==> config.mk <==
export PLATFORM = sky130hd
export DESIGN_NAME = opstack_ctrl
export DESIGN_NICKNAME = d
export VERILOG_FILES = /design/src/rtl/opstack_pkg.sv /design/src/rtl/opstack_ram.sv /design/src/rtl/opstack_ctrl.sv
export SDC_FILE = /design/constraint.sdc
export NUM_CORES = 1
export LEC_CHECK = 0
export ABC_AREA = 0
export ABC_CLOCK_PERIOD_IN_PS = 6900
export CAP_MARGIN = 20
export CORE_ASPECT_RATIO = 0.5
export CORE_UTILIZATION = 65
export CTS_CLUSTER_DIAMETER = 80
export DETAILED_ROUTE_END_ITERATION = 12
export PLACE_DENSITY = 0.83
export SLEW_MARGIN = 20
export SYNTH_ARGS = -nofsm -noshare
export SYNTH_HDL_FRONTEND = slang
export SYNTH_SLANG_ARGS = --single-unit
==> constraint.sdc <==
create_clock -name clk -period 6.9 [get_ports clk]
set_clock_uncertainty 0.15 [all_clocks]
set_input_delay 0.69 -clock clk [delete_from_list [all_inputs] [get_ports clk]]
set_output_delay 0.69 -clock clk [all_outputs]
set_load 0.005 [all_outputs]
==> src/rtl/opstack_pkg.sv <==
// opstack_pkg -- constants and types shared by the operand-stack controller.
//   DEF_DEPTH / DEF_WIDTH : default stack geometry
//   OP_*                  : supported JVM opcodes
//   state_e               : controller FSM states
//   err_e                 : fault codes reported on err_code
//   op_class_e, op_class  : opcode decode into execution classes
package opstack_pkg;

  localparam int DEF_DEPTH = 16;
  localparam int DEF_WIDTH = 32;

  localparam logic [7:0] OP_NOP       = 8'h00;
  localparam logic [7:0] OP_ICONST_M1 = 8'h02;
  localparam logic [7:0] OP_ICONST_5  = 8'h08;
  localparam logic [7:0] OP_POP       = 8'h57;
  localparam logic [7:0] OP_DUP       = 8'h59;
  localparam logic [7:0] OP_IADD      = 8'h60;
  localparam logic [7:0] OP_ISUB      = 8'h64;
  localparam logic [7:0] OP_IAND      = 8'h7E;
  localparam logic [7:0] OP_IOR       = 8'h80;
  localparam logic [7:0] OP_IXOR      = 8'h82;

  typedef enum logic [2:0] {
    S_IDLE, S_PUSH, S_FETCH, S_ALU, S_HALT
  } state_e;

  typedef enum logic [1:0] {
    ERR_NONE    = 2'b00,
    ERR_UNDER   = 2'b01,
    ERR_OVER    = 2'b10,
    ERR_ILLEGAL = 2'b11
  } err_e;

  typedef enum logic [2:0] {
    CL_NOP, CL_CONST, CL_DUP, CL_POP, CL_BIN, CL_ILL
  } op_class_e;

  function automatic op_class_e op_class(input logic [7:0] code);
    op_class_e r;
    if (code == OP_NOP) begin
      r = CL_NOP;
    end else if (code >= OP_ICONST_M1 && code <= OP_ICONST_5) begin
      r = CL_CONST;
    end else begin
      case (code)
        OP_POP:                                  r = CL_POP;
        OP_DUP:                                  r = CL_DUP;
        OP_IADD, OP_ISUB, OP_IAND, OP_IOR, OP_IXOR: r = CL_BIN;
        default:                                 r = CL_ILL;
      endcase
    end
    return r;
  endfunction

endpackage

==> src/rtl/opstack_ram.sv <==
// opstack_ram -- storage for the stack entries below top-of-stack.
//   clk   : clock
//   we    : write enable, waddr/wdata written on the rising edge
//   re    : read enable, rdata updated on the rising edge (1-cycle latency)
//   raddr : read address
//   rdata : registered read data
// Contents are not reset.
module opstack_ram
  import opstack_pkg::*;
#(
  parameter int DEPTH = DEF_DEPTH,
  parameter int WIDTH = DEF_WIDTH,
  parameter int AW    = $clog2(DEPTH)
) (
  input  logic             clk,
  input  logic             we,
  input  logic [AW-1:0]    waddr,
  input  logic [WIDTH-1:0] wdata,
  input  logic             re,
  input  logic [AW-1:0]    raddr,
  output logic [WIDTH-1:0] rdata
);

  logic [WIDTH-1:0] mem [DEPTH];

  always_ff @(posedge clk) begin
    if (we) mem[waddr] <= wdata;
    if (re) rdata <= mem[raddr];
  end

endmodule

==> src/rtl/opstack_ctrl.sv <==
// opstack_ctrl -- JVM-style operand stack controller.
//   clk, rst_n : clock, asynchronous active-low reset
//   op_valid   : op_code is valid
//   op_code    : JVM opcode, accepted when op_valid && op_ready
//   op_ready   : controller idle and able to accept an op
//   done       : one-cycle pulse when an op retires
//   tos        : top-of-stack value (0 when empty)
//   depth      : number of stack entries, 0..DEPTH
//   err        : sticky fault flag (controller halts until reset)
//   err_code   : 00 none, 01 underflow, 10 overflow, 11 illegal opcode
// TOS lives in a register; entry i below it lives at RAM address i.
module opstack_ctrl
  import opstack_pkg::*;
#(
  parameter int DEPTH = DEF_DEPTH,
  parameter int WIDTH = DEF_WIDTH
) (
  input  logic                   clk,
  input  logic                   rst_n,
  input  logic                   op_valid,
  input  logic [7:0]             op_code,
  output logic                   op_ready,
  output logic                   done,
  output logic [WIDTH-1:0]       tos,
  output logic [$clog2(DEPTH):0] depth,
  output logic                   err,
  output logic [1:0]             err_code
);

  localparam int AW = $clog2(DEPTH);
  localparam int DW = AW + 1;
  localparam logic [DW-1:0] FULL = DW'(DEPTH);

  state_e           state;
  err_e             err_q;
  err_e             acc_err;
  op_class_e        cls_in;
  op_class_e        cls;
  logic [7:0]       op;
  logic [WIDTH-1:0] push_val;
  logic [WIDTH-1:0] rdata;
  logic [WIDTH-1:0] alu_res;
  logic signed [WIDTH-1:0] nxt_s;
  logic signed [WIDTH-1:0] tos_s;
  logic             accept;
  logic             ram_we;
  logic             ram_re;
  logic [AW-1:0]    ram_waddr;
  logic [AW-1:0]    ram_raddr;

  assign op_ready = (state == S_IDLE);
  assign accept   = op_valid && (state == S_IDLE);
  assign err_code = err_q;
  assign cls_in   = op_class(op_code);

  // Faults are judged against the stack as it stands at the accept edge.
  always_comb begin
    acc_err = ERR_NONE;
    case (cls_in)
      CL_ILL:   acc_err = ERR_ILLEGAL;
      CL_POP:   if (depth == '0) acc_err = ERR_UNDER;
      CL_DUP:   if (depth == '0) acc_err = ERR_UNDER;
                else if (depth == FULL) acc_err = ERR_OVER;
      CL_CONST: if (depth == FULL) acc_err = ERR_OVER;
      CL_BIN:   if (depth < DW'(2)) acc_err = ERR_UNDER;
      default:  acc_err = ERR_NONE;
    endcase
  end

  // A push spills the old TOS just below the new one; FETCH reads the entry
  // directly below TOS so it is ready for the ALU state.
  assign ram_we    = (state == S_PUSH) && (cls != CL_NOP) && (depth != '0);
  assign ram_waddr = AW'(depth - DW'(1));
  assign ram_re    = (state == S_FETCH);
  assign ram_raddr = AW'(depth - DW'(2));

  opstack_ram #(.DEPTH(DEPTH), .WIDTH(WIDTH)) u_ram (
    .clk   (clk),
    .we    (ram_we),
    .waddr (ram_waddr),
    .wdata (tos),
    .re    (ram_re),
    .raddr (ram_raddr),
    .rdata (rdata)
  );

  // Binary ops take the entry below TOS as the left operand (isub = next - tos).
  always_comb begin
    nxt_s = signed'(rdata);
    tos_s = signed'(tos);
    case (op)
      OP_IADD: alu_res = nxt_s + tos_s;
      OP_ISUB: alu_res = nxt_s - tos_s;
      OP_IAND: alu_res = nxt_s & tos_s;
      OP_IOR:  alu_res = nxt_s | tos_s;
      OP_IXOR: alu_res = nxt_s ^ tos_s;
      default: alu_res = (depth >= DW'(2)) ? rdata : '0;
    endcase
  end

  // Op latch: captured on the accept edge, no reset needed.
  // iconst_m1..iconst_5 map to op_code-3; modular subtraction yields the
  // sign-extended result (02 -> all ones).
  always_ff @(posedge clk) begin
    if (accept) begin
      op       <= op_code;
      cls      <= cls_in;
      push_val <= WIDTH'(op_code) - WIDTH'(3);
    end
  end

  // Controller FSM and architectural stack state.
  always_ff @(posedge clk or negedge rst_n) begin
    if (!rst_n) begin
      state <= S_IDLE;
      tos   <= '0;
      depth <= '0;
      done  <= 1'b0;
      err   <= 1'b0;
      err_q <= ERR_NONE;
    end else begin
      done <= 1'b0;
      case (state)
        S_IDLE: begin
          if (op_valid) begin
            if (acc_err != ERR_NONE) begin
              state <= S_HALT;
              err   <= 1'b1;
              err_q <= acc_err;
            end else if (cls_in == CL_POP || cls_in == CL_BIN) begin
              state <= S_FETCH;
            end else begin
              state <= S_PUSH;
            end
          end
        end
        S_PUSH: begin
          if (cls != CL_NOP) begin
            if (cls == CL_CONST) tos <= push_val;
            depth <= depth + DW'(1);
          end
          done  <= 1'b1;
          state <= S_IDLE;
        end
        S_FETCH: state <= S_ALU;
        S_ALU: begin
          tos   <= alu_res;
          depth <= depth - DW'(1);
          done  <= 1'b1;
          state <= S_IDLE;
        end
        S_HALT:  state <= S_HALT;
        default: state <= S_IDLE;
      endcase
    end
  end

endmodule

### Yosys cells after proc, flatten, opt, wreduce, memory -nomap -nowiden

Memory sizes are Yosys's and may differ from the RTL's. A register that Yosys moved wholly into a read port is not among the register bits.
Index checks and enable logic that the tools add are counted.

| storage, ports and cells | value |
|---|---|
| memories kept | 1 |
| bits of input ports | 11 |
| word-level logic and storage cells | 88 |
| RAM bits | 512 |
| bits in registers | 87 |

| cells by class | value |
|---|---|
| equal/unequal tests | 26 |
| add/sub/neg operators | 6 |
| multiplexer cells | 22 |
| bitwise logic cells | 3 |
| reduce and logical (&&, ||, !) cells | 17 |
| magnitude comparators | 4 |

Memory list:

| name | words | width | rd ports | clocked after memory_dff | write ports | RTL line | RTL |
|---|---|---|---|---|---|---|---|
| u_ram.mem | 16 | 32 | 1 | 1 | 1 | opstack_ram.sv:24 | `logic [WIDTH-1:0] mem [DEPTH];` |

Operator list:

| operator | number |
|---|---|
| 32-bit case mux with 5 select lines | 1 |
| 32-bit two-way mux | 3 |
| 8-bit by 7-bit equality test with 1-bit output (second input constant) | 8 |
| 32-bit case mux with 2 select lines | 1 |
| 32-bit adder | 1 |
| 32-bit bitwise AND | 1 |
| 8-bit equality test (second input constant) | 4 |
| 32-bit OR | 1 |
| 32-bit subtractor | 1 |
| 32-bit XOR | 1 |
| 3-bit case mux with 3 select lines | 2 |
| 3-bit by 2-bit equality test with 1-bit output (second input constant) | 4 |
| 3-bit two-way mux | 4 |
| 2-bit case mux with 5 select lines | 1 |
| 5-bit case mux with 2 select lines | 1 |
| 3-bit by 1-bit equality test with 1-bit output (second input constant) | 3 |
| 3-bit equality test (second input constant) | 3 |
| 8-bit by 2-bit subtractor with 9-bit output (second input constant) | 1 |
| 8-bit by 2-bit greater-or-equal comparator with 1-bit output (second input constant) | 1 |
| 8-bit by 4-bit less-or-equal comparator with 1-bit output (second input constant) | 1 |
| 8-bit logical NOT | 1 |
| 2-bit two-way mux | 3 |
| 3-bit AND reduction | 2 |
| 5-bit by 1-bit adder with 5-bit output (second input constant) | 1 |
| 19 further kinds | 28 |

### Longest topological paths before layout

Gate-level depths: netlist of run 1.

| depth | value |
|---|---|
| word-level depth | 11 |
| gate-level depth with buffers | 16 |
| depth with buffers taken out | 16 |

### By module

Synthesis of run 1 repeated with hierarchy kept, for this count alone.

| second synthesis, totals | value |
|---|---|
| cells, all modules | 1,735 |
| area, all modules | 27,421.3 sq um |

Modules (own cells, without submodules):

| module | cells an instance | times used | area an instance (sq um) |
|---|---|---|---|
| opstack_ram | 838 | 1 | 20,155.6 |
| opstack_ctrl | 897 | 1 | 7,265.7 |

### Worst setup path before layout of run 1

Ideal clock, no wire load.

| path | value |
|---|---|
| path type | register -> register |
| start | register op[1] |
| end | register tos[26] |
| clock period less this slack | 4,113 ps |
| cell stages (with the launch flop) | 16 |
| path buffers | 2 |
| slack | 2,787 ps |
| setup time | 77 ps |
| arrival time | 3,886 ps |
| cells stage by stage | edfxtp_1 > nor4_1 > and3_1 > clkbuf_1 > clkbuf_1 > nor2_1 > xnor2_1 > ha_1 > nor2b_1 > o31a_1 > o311a_1 > o31a_1 > nor4_2 > o21ai_0 > a31o_2 > o21ai_1 |

| between the ends | value |
|---|---|
| cells in the longest elaborated chain, start to end | 3 |

RTL lines:

| item | RTL line | RTL |
|---|---|---|
| start: declaration | opstack_ctrl.sv:39 | `logic [7:0] op;` |
| start signal: assignment | opstack_ctrl.sv:106 | `op <= op_code;` |
| 8-bit equality test / 8-bit by 7-bit equality test with 1-bit output (equally long branches) | opstack_ctrl.sv:91 | `case (op)` |
| 32-bit case mux with 5 select lines * | opstack_ctrl.sv:91 |  |
| 32-bit case mux with 2 select lines * | opstack_ctrl.sv:123 | `case (state)` |
| end signal: assignment | opstack_ctrl.sv:139 | `if (cls == CL_CONST) tos <= push_val;` |
| end signal: assignment | opstack_ctrl.sv:147 | `tos <= alu_res;` |
| end: declaration | opstack_ctrl.sv:24 | `output logic [WIDTH-1:0] tos,` |

Every way passes the cells marked *; elsewhere a longest branch is shown, timed or not.
A chain may end at the register's enable or synchronous reset.

### Worst setup path after layout of run 1

| path | value |
|---|---|
| start | register op[0] |
| end | register tos[23] |

Same word-level chain as after synthesis.

==> impl_metrics.ini, run 1 <==
[status]
status = finished clean

[power]
power_switching_w = 0.001694
comb_power_share = 0.073
powerDensity_mw_per_mm2 = 246.5
pwr-share-seq = 0.553
finalPower_w = 0.007469
ir_drop_uv = 219.9
p_clk_frac = 0.373
switching_share = 0.2268
p_int_w = 0.005775
leakage_nw = 10.28

[synthesis]
synth_seq_area_share = 0.6588
syn_avg_cell_area_um2 = 16.62
synth_edf_count = 564
synth_area_mm2 = 0.02738
synth_cell_type_count = 70
ys.flop_type = edfxtp_1
synthArstFlopShare = 0.07237
yosysWarnings = 0
synth_nets = 1769
synth-seq-cells = 608
synthCells = 1647

[cells_and_area]
drive_gt1_frac = 0.1734
fin_nets = 1837
area.growth.synth_to_final_pct = 10.67
num_antenna_cells = 0

[min_path]
hold_class = in -> async

[critical_path]
path_class = reg -> reg
worst_path_largest_cell_delay_ps = 730
crit_slowest_cell = nand3_1
path_cells = nor4_1 -> nand3_1 -> o21ai_0 -> inv_1 -> ha_1 -> nor2b_1 -> o31ai_1 -> o21ai_1 -> a211oi_1 -> o311ai_1 -> xor2_1 -> a221oi_1 -> nor2_1
r2r-start = op[0]
crit_cells = 13
r2r_cells = 13
cp_data_arrival_time_ps = 5500
cp.buffers_inverters = 1
startpoint = op[0]
critPathLaunchType = flop
path_max_fanout = 15
crit_family = compound AO/OA/AOI/OAI gates
endpoint = tos[23]
crit_required_ps = 7210
end_kind = flop
worstReg2RegEnd = tos[23]
rrSetupSlack_ps = 1710

[drt]
drc_errors = 0
vias = 16390
dr.pass1.iters = 6
ant_nets = 0
wl_um = 72880
viasPerCell = 7.149
wl_per_cell_um = 31.78
drtIter0Drc = 2018

[grt]
grt_pass1_wl_um = 107000
met3_usage = 0.07867
gr-usage-met1 = 0.5179
grt_max_degree = 93
antenna_found_initial = 1
busiest_layer = met2
track_usage = 0.3460
grtUsageMet2 = 0.5217
grt_pass1_vias = 16350
gr-total-overflow = 0

[die]
coreArea_mm2 = 0.04099
placementRows = 52
initial_core_util = 0.6680
die_h_um = 147.1
die_w_um = 292.3
num_io_pins = 53
die-area_mm2 = 0.04300

[placement]
port_buffers = 52
place_worst_setup_slack_ps = 1864
place_congestion = 0.9517
hpwl_um = 42370

[cts]
ctsResizeCount = 0
worstSkewPairLatency_ps = 580
cts_tree = done
cts-root-buf = clkbuf_16
htreeDepth = 2
cts.sink_count = 608
cts.clk_slew.worst_paths_ps = 70
cts_hold_buf = 0
cts_buffers = 50
ctsLongestPathBuffers = 3
post_cts_buffers = 0

[sta]
tns_ps = 0
rsz0062_at_grt = false
finalHoldViolCount = 0
clock.fmax_mhz = 192.8
whs_ps = 100.8
finalCriticalPeriod_ps = 5187
setup_viol = 0
min_period_over_period = 0.7518
max_slew_margin = 0.2908
max_slew.worst_pin.slew_ps = 1064
slew_violations = 0
setup_ws_ps = 1713

[flow_run]
maxCapViolCount = 0
==> stage by stage <==
| step | instance area, µm² | cells | util |
|---|---|---|---|
| after floorplan | 27380 | 1647 | - |
| after global placement | 28740 | 2203 | 0.7011 |
| after detailed placement | 28740 | 2203 | 0.7011 |
| after CTS | 30300 | 2293 | 0.7391 |
| after global routing | 30300 | 2293 | 0.7392 |
| final | 30300 | 2293 | 0.7392 |
==> logic make-up after synthesis <==
kind of cell    Yosys count  synth area share
simple gates            247           0.04414
mux                     163            0.1329
flops                   608            0.6588
fa+ha+maj               111           0.05100
compound gates          300           0.07197
xor+xnor                 61           0.01951
buf+inv                 157           0.02171
==> worst min path at each step <==
stage / start / to / slack (ps) / depth (start not counted)
3_5_place_dp: err / err / 320 / 2
6_report: rst_n / depth[0] / 100 / 2
3_3_place_gp: err / err / 300 / 2
5_1_grt: rst_n / tos[1] / 140 / 2
4_1_cts: rst_n / tos[1] / 100 / 2
2_1_floorplan: rst_n / depth[0] / 240 / 0
==> flip-flops by register name (all words and copies together), names as in the netlist, 3 cells and up <==
name and flops:
tos 32, cls 3, push_val 9, op 8
state 3, depth 5, u_ram.rdata 32, u_ram.mem 512
==> worst reg2reg max path: cells and delay by family, from the launching register on <==
family	cells	cell delay, ps
flip-flops	1	450
buffers and inverters	1	90
adder cells (fa/ha/maj)	1	270
AO/OA/AOI/OAI	6	2400
AND/OR/NAND/NOR	4	1500
XOR/XNOR	1	210
==> power groups by stage <==
stage | Combinational, W | Clock [W] | Sequential, W
finish | 0.000547 | 0.00279 | 0.00413
global route | 0.000587 | 0.00294 | 0.00414
CTS | 0.000543 | 0.00280 | 0.00413
detailed placement | 0.000533 | 0 | 0.00421
global placement | 0.000522 | 0 | 0.00420
floorplan | 0.000371 | 0 | 0.00417
==> cell usage after synthesis (7+ instances only) <==
cell type  count  share of area
a221oi_1      12         0.0038
nand3_1       15         0.0027
o21ai_0       67          0.012
xor2_1        16         0.0051
edfxtp_1     564           0.62
nor2_1        72         0.0099
dfrtp_1       44          0.040
clkbuf_1      53         0.0073
and3_1        10         0.0023
ha_1         110          0.050
a221o_1        9         0.0033
a22oi_1        9         0.0025
nand2_1       71         0.0097
a21oi_1       74          0.014
o31ai_1       13         0.0036
buf_1         15         0.0021
o21a_1        10         0.0027
xnor2_1       45          0.014
or3_1          7         0.0016
nor4_1         8         0.0018
o211ai_1      21         0.0058
inv_1         85          0.012
mux4_2       160           0.13
o22ai_1        9         0.0021
nor3_1        22         0.0040
nand4_1        7         0.0016
a31oi_1       11         0.0025
o2111ai_1      7         0.0022
a21o_1        14         0.0038
==> final cells by class <==
type	count	area, µm²
timing repair buffer	88	798.3
clock buffer	65	1359
fill	2347	10690
sequential	608	18040
multi-input combinational	882	8905
inverter	85	319.1
tap	540	675.6
clock inverter	25	198.9
==> layout by cell type, fill, tap and decap left out, types with 5 or more instances in the layout <==
master,n
edfxtp_1,564
mux4_2,160
ha_1,109
inv_1,85
a21oi_1,74
nand2_1,71
o21ai_0,67
nor2_1,54
clkbuf_16,51
clkdlybuf4s50_1,51
xnor2_1,45
dfrtp_1,42
buf_4,35
nor3_1,22
o211ai_1,21
nor2_4,17
nand3_1,15
xor2_1,15
a21o_1,14
o31ai_1,13
a221oi_1,12
a31oi_1,11
clkinv_2,11
clkbuf_1,11
and3_1,10
o21a_1,10
o22ai_1,9
a221o_1,9
a22oi_1,9
nor4_1,8
nand4_1,7
or3_1,7
o2111ai_1,7
clkinv_1,7
o41ai_1,6
and2_1,5
==> per-layer routing <==
metal,vias up,part of all wire
met5,-,0
met4,0,0.024
met3,163,0.11
met2,1127,0.46
met1,8392,0.41
li1,6711,-
Note: power is estimated with default switching activity, not from simulation.
==> run 2: changes to the inputs <==
- ABC_CLOCK_PERIOD_IN_PS: 6900 -> 5400
- CORE_UTILIZATION: 65 -> 62
- PLACE_DENSITY: 0.83 -> 0.79
- clock period: 6.9 -> 5.4 ns (I/O delays scaled with it)
==> run 2 against run 1 <==
Effect of this change: global-route usage down 1.9 points; combinational power up 38%; die area up 4.8%; critical path depth up 1; final area up 1.0%; worst hold slack better by 260 ps; clock power up 30%; largest power group unchanged; non-clock buffer count up 24; sequential share of layout area down 0.59 points.
==> impl_metrics.ini, run 2 (synthesis gave the netlist of run 1 again) <==
[cts]
htreeDepth = 2
ctsResizeCount = 0
worstSkewPairLatency_ps = 600
cts.sink_count = 608
cts.clk_slew.worst_paths_ps = 70
cts_tree = done
cts_buffers = 50
ctsLongestPathBuffers = 3
cts-root-buf = clkbuf_16
cts_hold_buf = 1
post_cts_buffers = 0

[power]
leakage_nw = 10.42
ir_drop_uv = 325.9
powerDensity_mw_per_mm2 = 314.2

[sta]
max_slew_margin = 0.2622
tns_ps = 0
clock.fmax_mhz = 207.6
min_period_over_period = 0.8922
setup_ws_ps = 582.1
finalCriticalPeriod_ps = 4818
finalHoldViolCount = 0
setup_viol = 0
max_slew.worst_pin.slew_ps = 1107
slew_violations = 0
rsz0062_at_grt = false

[grt]
grt_pass1_wl_um = 104900
grt_max_degree = 126
grt_pass1_vias = 15870
track_usage = 0.3269
gr-total-overflow = 0
antenna_found_initial = 0

[die]
die-area_mm2 = 0.04506
placementRows = 53
die_w_um = 299.2
initial_core_util = 0.6401
die_h_um = 150.6
coreArea_mm2 = 0.04277
num_io_pins = 53

[flow_run]
maxCapViolCount = 0

[drt]
drc_errors = 0
ant_nets = 0
wl_per_cell_um = 30.53
viasPerCell = 6.839
dr.pass1.iters = 5
wl_um = 71930
drtIter0Drc = 1858
vias = 16110

[cells_and_area]
area.growth.synth_to_final_pct = 11.77
layout_commonest_cell = edfxtp_1
largest_reg_flops = 512
nFillCells = 2617
fin_nets = 1861
num_antenna_cells = 0
seq_area_mm2 = 0.01804
mostFrequentLayoutCells = edfxtp_1 (564), mux4_2 (160), ha_1 (109)
drive_gt1_frac = 0.1838
largest-register = u_ram.mem
top_regs = u_ram.mem x512, tos x32, u_ram.rdata x32
multi_input_area_mm2 = 0.008909

[critical_path]
end_kind = flop
cp_data_arrival_time_ps = 5130
crit_required_ps = 5710
startpoint = op[1]
path_max_fanout = 15
path_class = reg -> reg
r2r-start = op[1]
critPathLaunchType = flop

[min_path]
hp-start = err
hold_class = reg -> reg

[placement]
place_congestion = 0.9748
port_buffers = 52
hpwl_um = 42930
place_worst_setup_slack_ps = 738.2

[status]
status = finished clean
==> run 2: cell count changes in the layout (fill, tap and decap cells not counted), sizes merged <==
| cell | before | now |
|---|---|---|
| buf | 37 | 60 |
| bufinv | 2 | 4 |
| clkbuf | 65 | 62 |
| clkinv | 20 | 22 |
| clkinvlp | 1 | 3 |
| dlygate4sd3 | 0 | 1 |
| inv | 87 | 86 |
==> run 2: worst paths after layout <==
check / cells past startpoint / slack (ps) / to
hold / removal: 2 / 370 / err
hold reg to reg: 2 / 370 / err
max in group asynchronous: 3 / 4090 / depth[0]
setup / recovery: 14 / 580 / tos[23]
setup reg to reg: 14 / 580 / tos[23]
min in group asynchronous: 3 / 480 / tos[6]
==> run 2: stage by stage <==
| stage | util | area [µm²] | std cells | power, W | hold slack, ps |
|---|---|---|---|---|---|
| after floorplan | - | 27380 | 1647 | 0.005807 | 94.41 |
| after global placement | 0.6769 | 28950 | 2262 | 0.006052 | 323.6 |
| after detailed placement | 0.6769 | 28950 | 2262 | 0.006074 | 334.8 |
| after CTS | 0.7147 | 30570 | 2355 | 0.009638 | 364.1 |
| after global routing | 0.7155 | 30600 | 2356 | 0.009881 | 393.0 |
| final | 0.7155 | 30600 | 2356 | 0.009616 | 365.7 |
==> run 2: layout make-up <==
type | instances | area share
multi-input cells | 882 | 0.2911
flip-flops and latches | 608 | 0.5897
clock buffers | 62 | 0.04305
inverters | 85 | 0.01043
well taps | 577 | 0.02359
repair buffers | 112 | 0.03271
clock inverters | 30 | 0.009445
==> run 2: worst max-delay path, stage by stage, from the launching register on <==
cell and delay, ps:
edfxtp_1 420, nor4_1 500, nand3_1 170, buf_4 240, o21ai_0 350, inv_1 100, ha_1 280, nor2b_1 160
o31ai_1 370, o21ai_1 300, a211oi_1 710, o311ai_1 380, xor2_1 240, a221oi_1 270, nor2_1 60
==> run 2: power by group <==
part	total, W	internal, W	switching, W
logic	0.000753	0.000334	0.000419
registers	0.00524	0.00517	0.0000634
clock network	0.00362	0.00194	0.00168
==> run 2: layer usage <==
metal,part of all wire,GRT usage
met5,0,0
met4,0.023,0.07755
met3,0.12,0.09019
met2,0.45,0.4905
met1,0.41,0.4819
